## config.mk

```make
export PLATFORM = sky130hd
export DESIGN_NAME = oam_dma_ctrl
export DESIGN_NICKNAME = d
export VERILOG_FILES = /design/src/rtl/oam_dma_ctrl.sv
export SDC_FILE = /design/constraint.sdc
export NUM_CORES = 1
export LEC_CHECK = 0
export BUFFER_PORTS_ARGS = -buffer_cell sky130_fd_sc_hd__buf_2
export CAP_MARGIN = 30
export CELL_PAD_IN_SITES_DETAIL_PLACEMENT = 1
export CELL_PAD_IN_SITES_GLOBAL_PLACEMENT = 2
export CORE_UTILIZATION = 25
export DETAILED_ROUTE_END_ITERATION = 12
export HOLD_SLACK_MARGIN = 0.1
export MAX_ROUTING_LAYER = met4
export PLACE_DENSITY_LB_ADDON = 0.1
export SKIP_CTS_REPAIR_TIMING = 1
export SYNTH_ARGS = -nofsm -noshare
export SYNTH_HDL_FRONTEND = slang
export SYNTH_SLANG_ARGS = --single-unit
```

## constraint.sdc

```tcl
create_clock -name clk -period 2.1 [get_ports clk]
set_clock_uncertainty 0.2 [all_clocks]
set_input_delay 0.315 -clock clk [delete_from_list [all_inputs] [get_ports clk]]
set_output_delay 0.315 -clock clk [all_outputs]
set_load 0.03 [all_outputs]
```

## src/rtl/oam_dma_ctrl.sv

```systemverilog
// -----------------------------------------------------------------------------
// oam_dma_ctrl
//
// Sprite-DMA controller and CPU/DMA bus arbiter. A CPU write to TRIG_ADDR
// starts a transfer. The controller halts the 6502 through RDY, takes the
// memory bus, and copies page {page,8'h00}..{page,8'hFF} to OAM_ADDR. It does
// this in alternating read (get) and write (put) cycles.
//
// Ports:
//   clk, rst_n        system clock, asynchronous active-low reset
//   cpu_addr_i/_dout_i/_we_i   CPU bus cycle (address, write data, write flag)
//   cpu_rdy_o         6502 RDY, low while a transfer is pending or running
//   mem_addr_o/_dout_o/_we_o   bus towards the memory top (CPU or DMA owned)
//   mem_din_i         memory read data, combinational on mem_addr_o
//   dma_busy_o        high from the cycle after the trigger until completion
// -----------------------------------------------------------------------------
module oam_dma_ctrl #(
  parameter logic [15:0] TRIG_ADDR = 16'h4014,
  parameter logic [15:0] OAM_ADDR  = 16'h2004
) (
  input  logic        clk,
  input  logic        rst_n,
  input  logic [15:0] cpu_addr_i,
  input  logic [7:0]  cpu_dout_i,
  input  logic        cpu_we_i,
  output logic        cpu_rdy_o,
  output logic [15:0] mem_addr_o,
  output logic [7:0]  mem_dout_o,
  output logic        mem_we_o,
  input  logic [7:0]  mem_din_i,
  output logic        dma_busy_o
);

  typedef enum logic [2:0] {
    S_IDLE,
    S_HALT,
    S_ALIGN,
    S_READ,
    S_WRITE
  } state_e;

  state_e     state_q, state_d;
  logic [7:0] page_q, page_d;
  logic [7:0] idx_q, idx_d;
  logic [7:0] data_q, data_d;
  logic       get_cyc_q, get_cyc_d;

  // NOTE: sequential state uses non-blocking assignments only, so every flop
  // samples the pre-edge value of its _d input regardless of block ordering.
  always_ff @(posedge clk or negedge rst_n) begin
    if (!rst_n) begin
      state_q   <= S_IDLE;
      page_q    <= 8'h00;
      idx_q     <= 8'h00;
      data_q    <= 8'h00;
      get_cyc_q <= 1'b1;
    end else begin
      state_q   <= state_d;
      page_q    <= page_d;
      idx_q     <= idx_d;
      data_q    <= data_d;
      get_cyc_q <= get_cyc_d;
    end
  end

  // Next-state logic.
  // NOTE: every signal assigned here gets a default first; a path that left
  // one unassigned would infer a latch.
  always_comb begin
    state_d   = state_q;
    page_d    = page_q;
    idx_d     = idx_q;
    data_d    = data_q;
    // Get/put parity runs freely, independent of bus activity.
    get_cyc_d = ~get_cyc_q;

    case (state_q)
      S_IDLE: begin
        if (cpu_we_i && (cpu_addr_i == TRIG_ADDR)) begin
          page_d  = cpu_dout_i;
          idx_d   = 8'h00;
          state_d = S_HALT;
        end
      end
      S_HALT: begin
        // The 6502 keeps running through write cycles. The first read is the
        // halt cycle. A READ must land on a get cycle. The next cycle is a get
        // cycle exactly when this one is a put cycle.
        if (!cpu_we_i) begin
          state_d = get_cyc_q ? S_ALIGN : S_READ;
        end
      end
      S_ALIGN: begin
        state_d = S_READ;
      end
      S_READ: begin
        data_d  = mem_din_i;
        state_d = S_WRITE;
      end
      S_WRITE: begin
        // idx wraps inside the byte, so page $FF never spills into $0000.
        idx_d   = idx_q + 8'h01;
        state_d = (idx_q == 8'hFF) ? S_IDLE : S_READ;
      end
      default: begin
        state_d = S_IDLE;
      end
    endcase
  end

  // Outputs: RDY/busy come straight from the state register. The bus is
  // owned by the DMA only in READ and WRITE and is passed through otherwise.
  always_comb begin
    cpu_rdy_o  = (state_q == S_IDLE);
    dma_busy_o = (state_q != S_IDLE);
    mem_addr_o = cpu_addr_i;
    mem_dout_o = cpu_dout_i;
    mem_we_o   = cpu_we_i;
    case (state_q)
      S_READ: begin
        mem_addr_o = {page_q, idx_q};
        mem_dout_o = data_q;
        mem_we_o   = 1'b0;
      end
      S_WRITE: begin
        mem_addr_o = OAM_ADDR;
        mem_dout_o = data_q;
        mem_we_o   = 1'b1;
      end
      default: ;
    endcase
  end

endmodule
```

==> summary.md <==
Prior to clock tree synthesis, the placed netlist has a worst setup slack of -0.04146 ns. The first detailed-routing pass took 4 iterations. The aggregate global-route resource usage was 0.1613. The layout has 702 filler cells. In this run the count of I/O pins placed on the die edge is 62.

Kind of cell adding the most delay to the critical path: flip-flops. The run gives 0.2589 as the initial core utilization. Among the stages of the critical path, the cell type that occurs most often is sky130_fd_sc_hd__buf_6. The tools report the source of the worst register-to-register timing path as state_q[0]$_DFFE_PN0P_.

The number of nets in the synthesized netlist is 195. Total standard cell area after synthesis: 1524 µm². After detailed routing, the number of remaining DRC violations is 0.

The checks that failed: negative setup slack. Maximum clock rate: 434.7 MHz. The flow ran to the end, but the final reports show violations.

Top flip-flop cell by instance count after synthesis: sky130_fd_sc_hd__dfrtp_1. The post-synthesis average cell area works out to 9.585 µm². Measured in cells, the most critical reg-to-reg path has a length of 5. The total grt overflow was 0; the area growth from synthesis to layout was 60.76%. The share of flip-flops with an asynchronous set or reset was 1.000; the multi-input combinational cell area was 834.6 µm².

The number of global-route vias before repair is 1568, and the flip-flop and latch count after synthesis is 28. The tightest min-delay check is of the primary input to flip-flop type. The area fraction in compound gates after synthesis is 0.1535, and the number of DRC markers after the initial detailed-route iteration is 49. The run gives 1600 as the total via count after detailed routing. Cell at the slowest stage of the critical path: sky130_fd_sc_hd__dfrtp_2. The arrival time at the worst endpoint was 1.79 ns.

The signal on the critical path passes through buf_6 -> nor3b_4 -> nor2_4 -> buf_6 -> mux2_4 -> buf_6. The number of max-cap violations is 0. Summed over all cells, the static leakage comes to 0.001269 µW. The detail route stage leaves a number of antenna-violating nets equal to 0. The number of different library cells used by synthesis comes to 34. Setup violations remaining at the end of the flow were counted as 27.

In this run the horizontal extent of the chip is 80.08 µm. The share of the synthesized netlist area taken by xor and xnor gates is 0.005747, and the fraction of post-synthesis cell area in the top cell type by area is 0.4433. The die outline area was 6412 µm². The worst slew margin relative to its limit is 0.5415. The critical path runs through a total of 6 cells. The detailed-route vias per instance works out to 4.834. The critical path starts at state_q[1]$_DFFE_PN0P_.

The synthesized instance count was 159. In this run the most critical hold path is launched from cpu_dout_i[4]. After synthesis, the most frequently instantiated cells are sky130_fd_sc_hd__nand2_1 (36), sky130_fd_sc_hd__dfrtp_1 (27), sky130_fd_sc_hd__mux2_2 (16). The core region is 5886 µm². The biggest area contributor in the post-synthesis netlist is sky130_fd_sc_hd__dfrtp_1. Ranked by total cell area, the synthesized netlist is headed by sky130_fd_sc_hd__dfrtp_1 (44%), sky130_fd_sc_hd__mux2_2 (12%), sky130_fd_sc_hd__nand2_1 (8.9%). The tools report the post-route worst setup slack as -0.2004 ns. Count of buffers from port buffering: 61.

The worst setup path is captured at an output pin. Summed over all nets, the half-perimeter wirelength after detailed placement is 3767 µm. 0 antenna diodes ended up in the layout.

The number of cells traversed by the worst hold path is 2, and the power consumption is 2965 µW. IR analysis of the VDD net gives a maximum drop of 603.1 µV. For this block, the routed nets add up to 5473 µm of wire.

The sequential cell area is 704.4 µm². Of all nets on the critical path, the largest fanout is 6. For the pin with the worst max-slew slack, the measured transition is 0.6878 ns. The maximum level of the CTS H-tree was 1; the adder and majority gate portion of the synthesized area was 0.008210.

The tools report the warning count from the yosys run as 0. Counting both buffers and inverters, the worst setup path holds a total of 3. The number of pins exceeding their max-slew limit in the final report was 0; the power per standard cell area was 1210 nW/µm². At the end of routability-driven placement, the weighted congestion stood at 0.6950.

By area, the combinational part of the netlist is dominated by simple AND/OR/NAND/NOR gates. The CTS clock-pin slew for the worst setup and hold paths is 0.10 ns. The fraction of synthesized area in multiplexers came out at 0.1248. For the initial antenna violation count, the log shows 0.

The first global-routing pass estimated 7686 µm of wire. The number of buffers between clock root and the deepest sink is 2. The worst setup path is launched from a flip-flop.

STA puts the critical path data required time at 1.58 ns. The worst setup path is of the flip-flop to output pin kind. The simple-gate portion of the synthesized area is 0.2159. The placed instance area was 2018 µm². The clock period minus worst slack came out at 2.300 ns.

The fraction of layout cells with a size suffix above 1 was 0.4609. Clock tree synthesis inserted a total of 3 buffers. After the last flow step, the layout net total stands at 293. The clock reaches the later pin of the worst-skew pair after 0.27 ns.

The run gives 28 as the clock sink count. The most common cell in the synthesized netlist is sky130_fd_sc_hd__nand2_1. Row generation in the floorplan step produced 28 rows.

After detailed routing, the average wire length per cell comes to 16.53 µm. Setup repair after global routing could not meet its margin everywhere. From bottom edge to top edge, the die measures 80.08 µm. Summing all non-filler instances in the final layout gives an area of 2450 µm². The clock root buffer is sky130_fd_sc_hd__clkbuf_8. The logs give 0.09950 ns for the tightest hold margin and 0 for the number of hold-slack violations in the final timing report. The delay of the slowest critical-path stage is 0.46 ns. The tools report the part of the Yosys area used for sequential elements as 0.4606.

TritonCTS built the clock tree. Counting flops with a built-in enable in the synthesized netlist gives 0. The share of the clock period used by the worst path after layout was 1.095; the maximum number of pins on one net before global-route repair was 29.
-- power by group --
group          internal [µW]  switching (µW)
clock network            168             179
logic                    807            1030
registers                671             112
-- worst paths after layout --
path,to,slack [ns]
worst min-delay path,page_q[4]$_DFFE_PN0P_,0.1
max in group asynchronous,state_q[1]$_DFFE_PN0P_,0.81
min in group asynchronous,idx_q[5]$_DFFE_PN0P_,0.41
worst max-delay path,mem_dout_o[0],-0.20
worst max register to register,page_q[1]$_DFFE_PN0P_,0.03
worst min register to register,get_cyc_q$_DFF_PN1_,0.25
-- routing by layer --
layer	GRT usage	wire length, µm
met1	0.2063	2373
met2	0.2692	2869
met3	0.02273	208
met4	0.03929	23
met5	-	0
-- cell type report --
type                       instances  area share
tap                               75     0.03830
inverter                           4    0.007150
multi-input combinational        119      0.3407
timing repair buffer             101      0.3039
sequential                        28      0.2875
clock buffer                       4     0.02247
-- cells in the final DEF (no fill, tap or decap), types with 2 or more instances in the layout --
master                           n
sky130_fd_sc_hd__a21oi_1         2
sky130_fd_sc_hd__nor2_1          8
sky130_fd_sc_hd__nor2b_1         3
sky130_fd_sc_hd__dfrtp_2         2
sky130_fd_sc_hd__nor3_1          4
sky130_fd_sc_hd__buf_4          20
sky130_fd_sc_hd__o22ai_1         2
sky130_fd_sc_hd__o21ai_0         7
sky130_fd_sc_hd__nand3_1         2
sky130_fd_sc_hd__o22a_1          2
sky130_fd_sc_hd__mux2_2          8
sky130_fd_sc_hd__clkbuf_8        4
sky130_fd_sc_hd__or3_1           2
sky130_fd_sc_hd__mux2_4          8
sky130_fd_sc_hd__dlygate4sd3_1  14
sky130_fd_sc_hd__inv_1           3
sky130_fd_sc_hd__o211ai_1        2
sky130_fd_sc_hd__nand2_1        35
sky130_fd_sc_hd__a22o_1         14
sky130_fd_sc_hd__buf_6          17
sky130_fd_sc_hd__dfrtp_1        25
sky130_fd_sc_hd__buf_2          48
sky130_fd_sc_hd__nor4b_1         3
-- cell families after synthesis --
kind of cell / after synthesis
compound gates: 32
xor+xnor: 1
fa+ha+maj: 1
buf+inv: 12
flops: 28
mux: 17
simple gates: 68
-- state kept, by name, summed over array words and instances (netlist names) --
signal     count
get_cyc_q      1
data_q         8
idx_q          8
page_q         8
state_q        3
-- through the flow --
stage                     TNS [ns]  cells    util
final                       -3.475    331  0.4162
after global routing        -5.235    331  0.4162
after CTS                   -6.509    308  0.3523
after detailed placement   -0.1644    304  0.3429
after global placement     -0.1657    304  0.3429
after floorplan                  0    159       -
No activity file was read; power rests on OpenSTA's default activity.
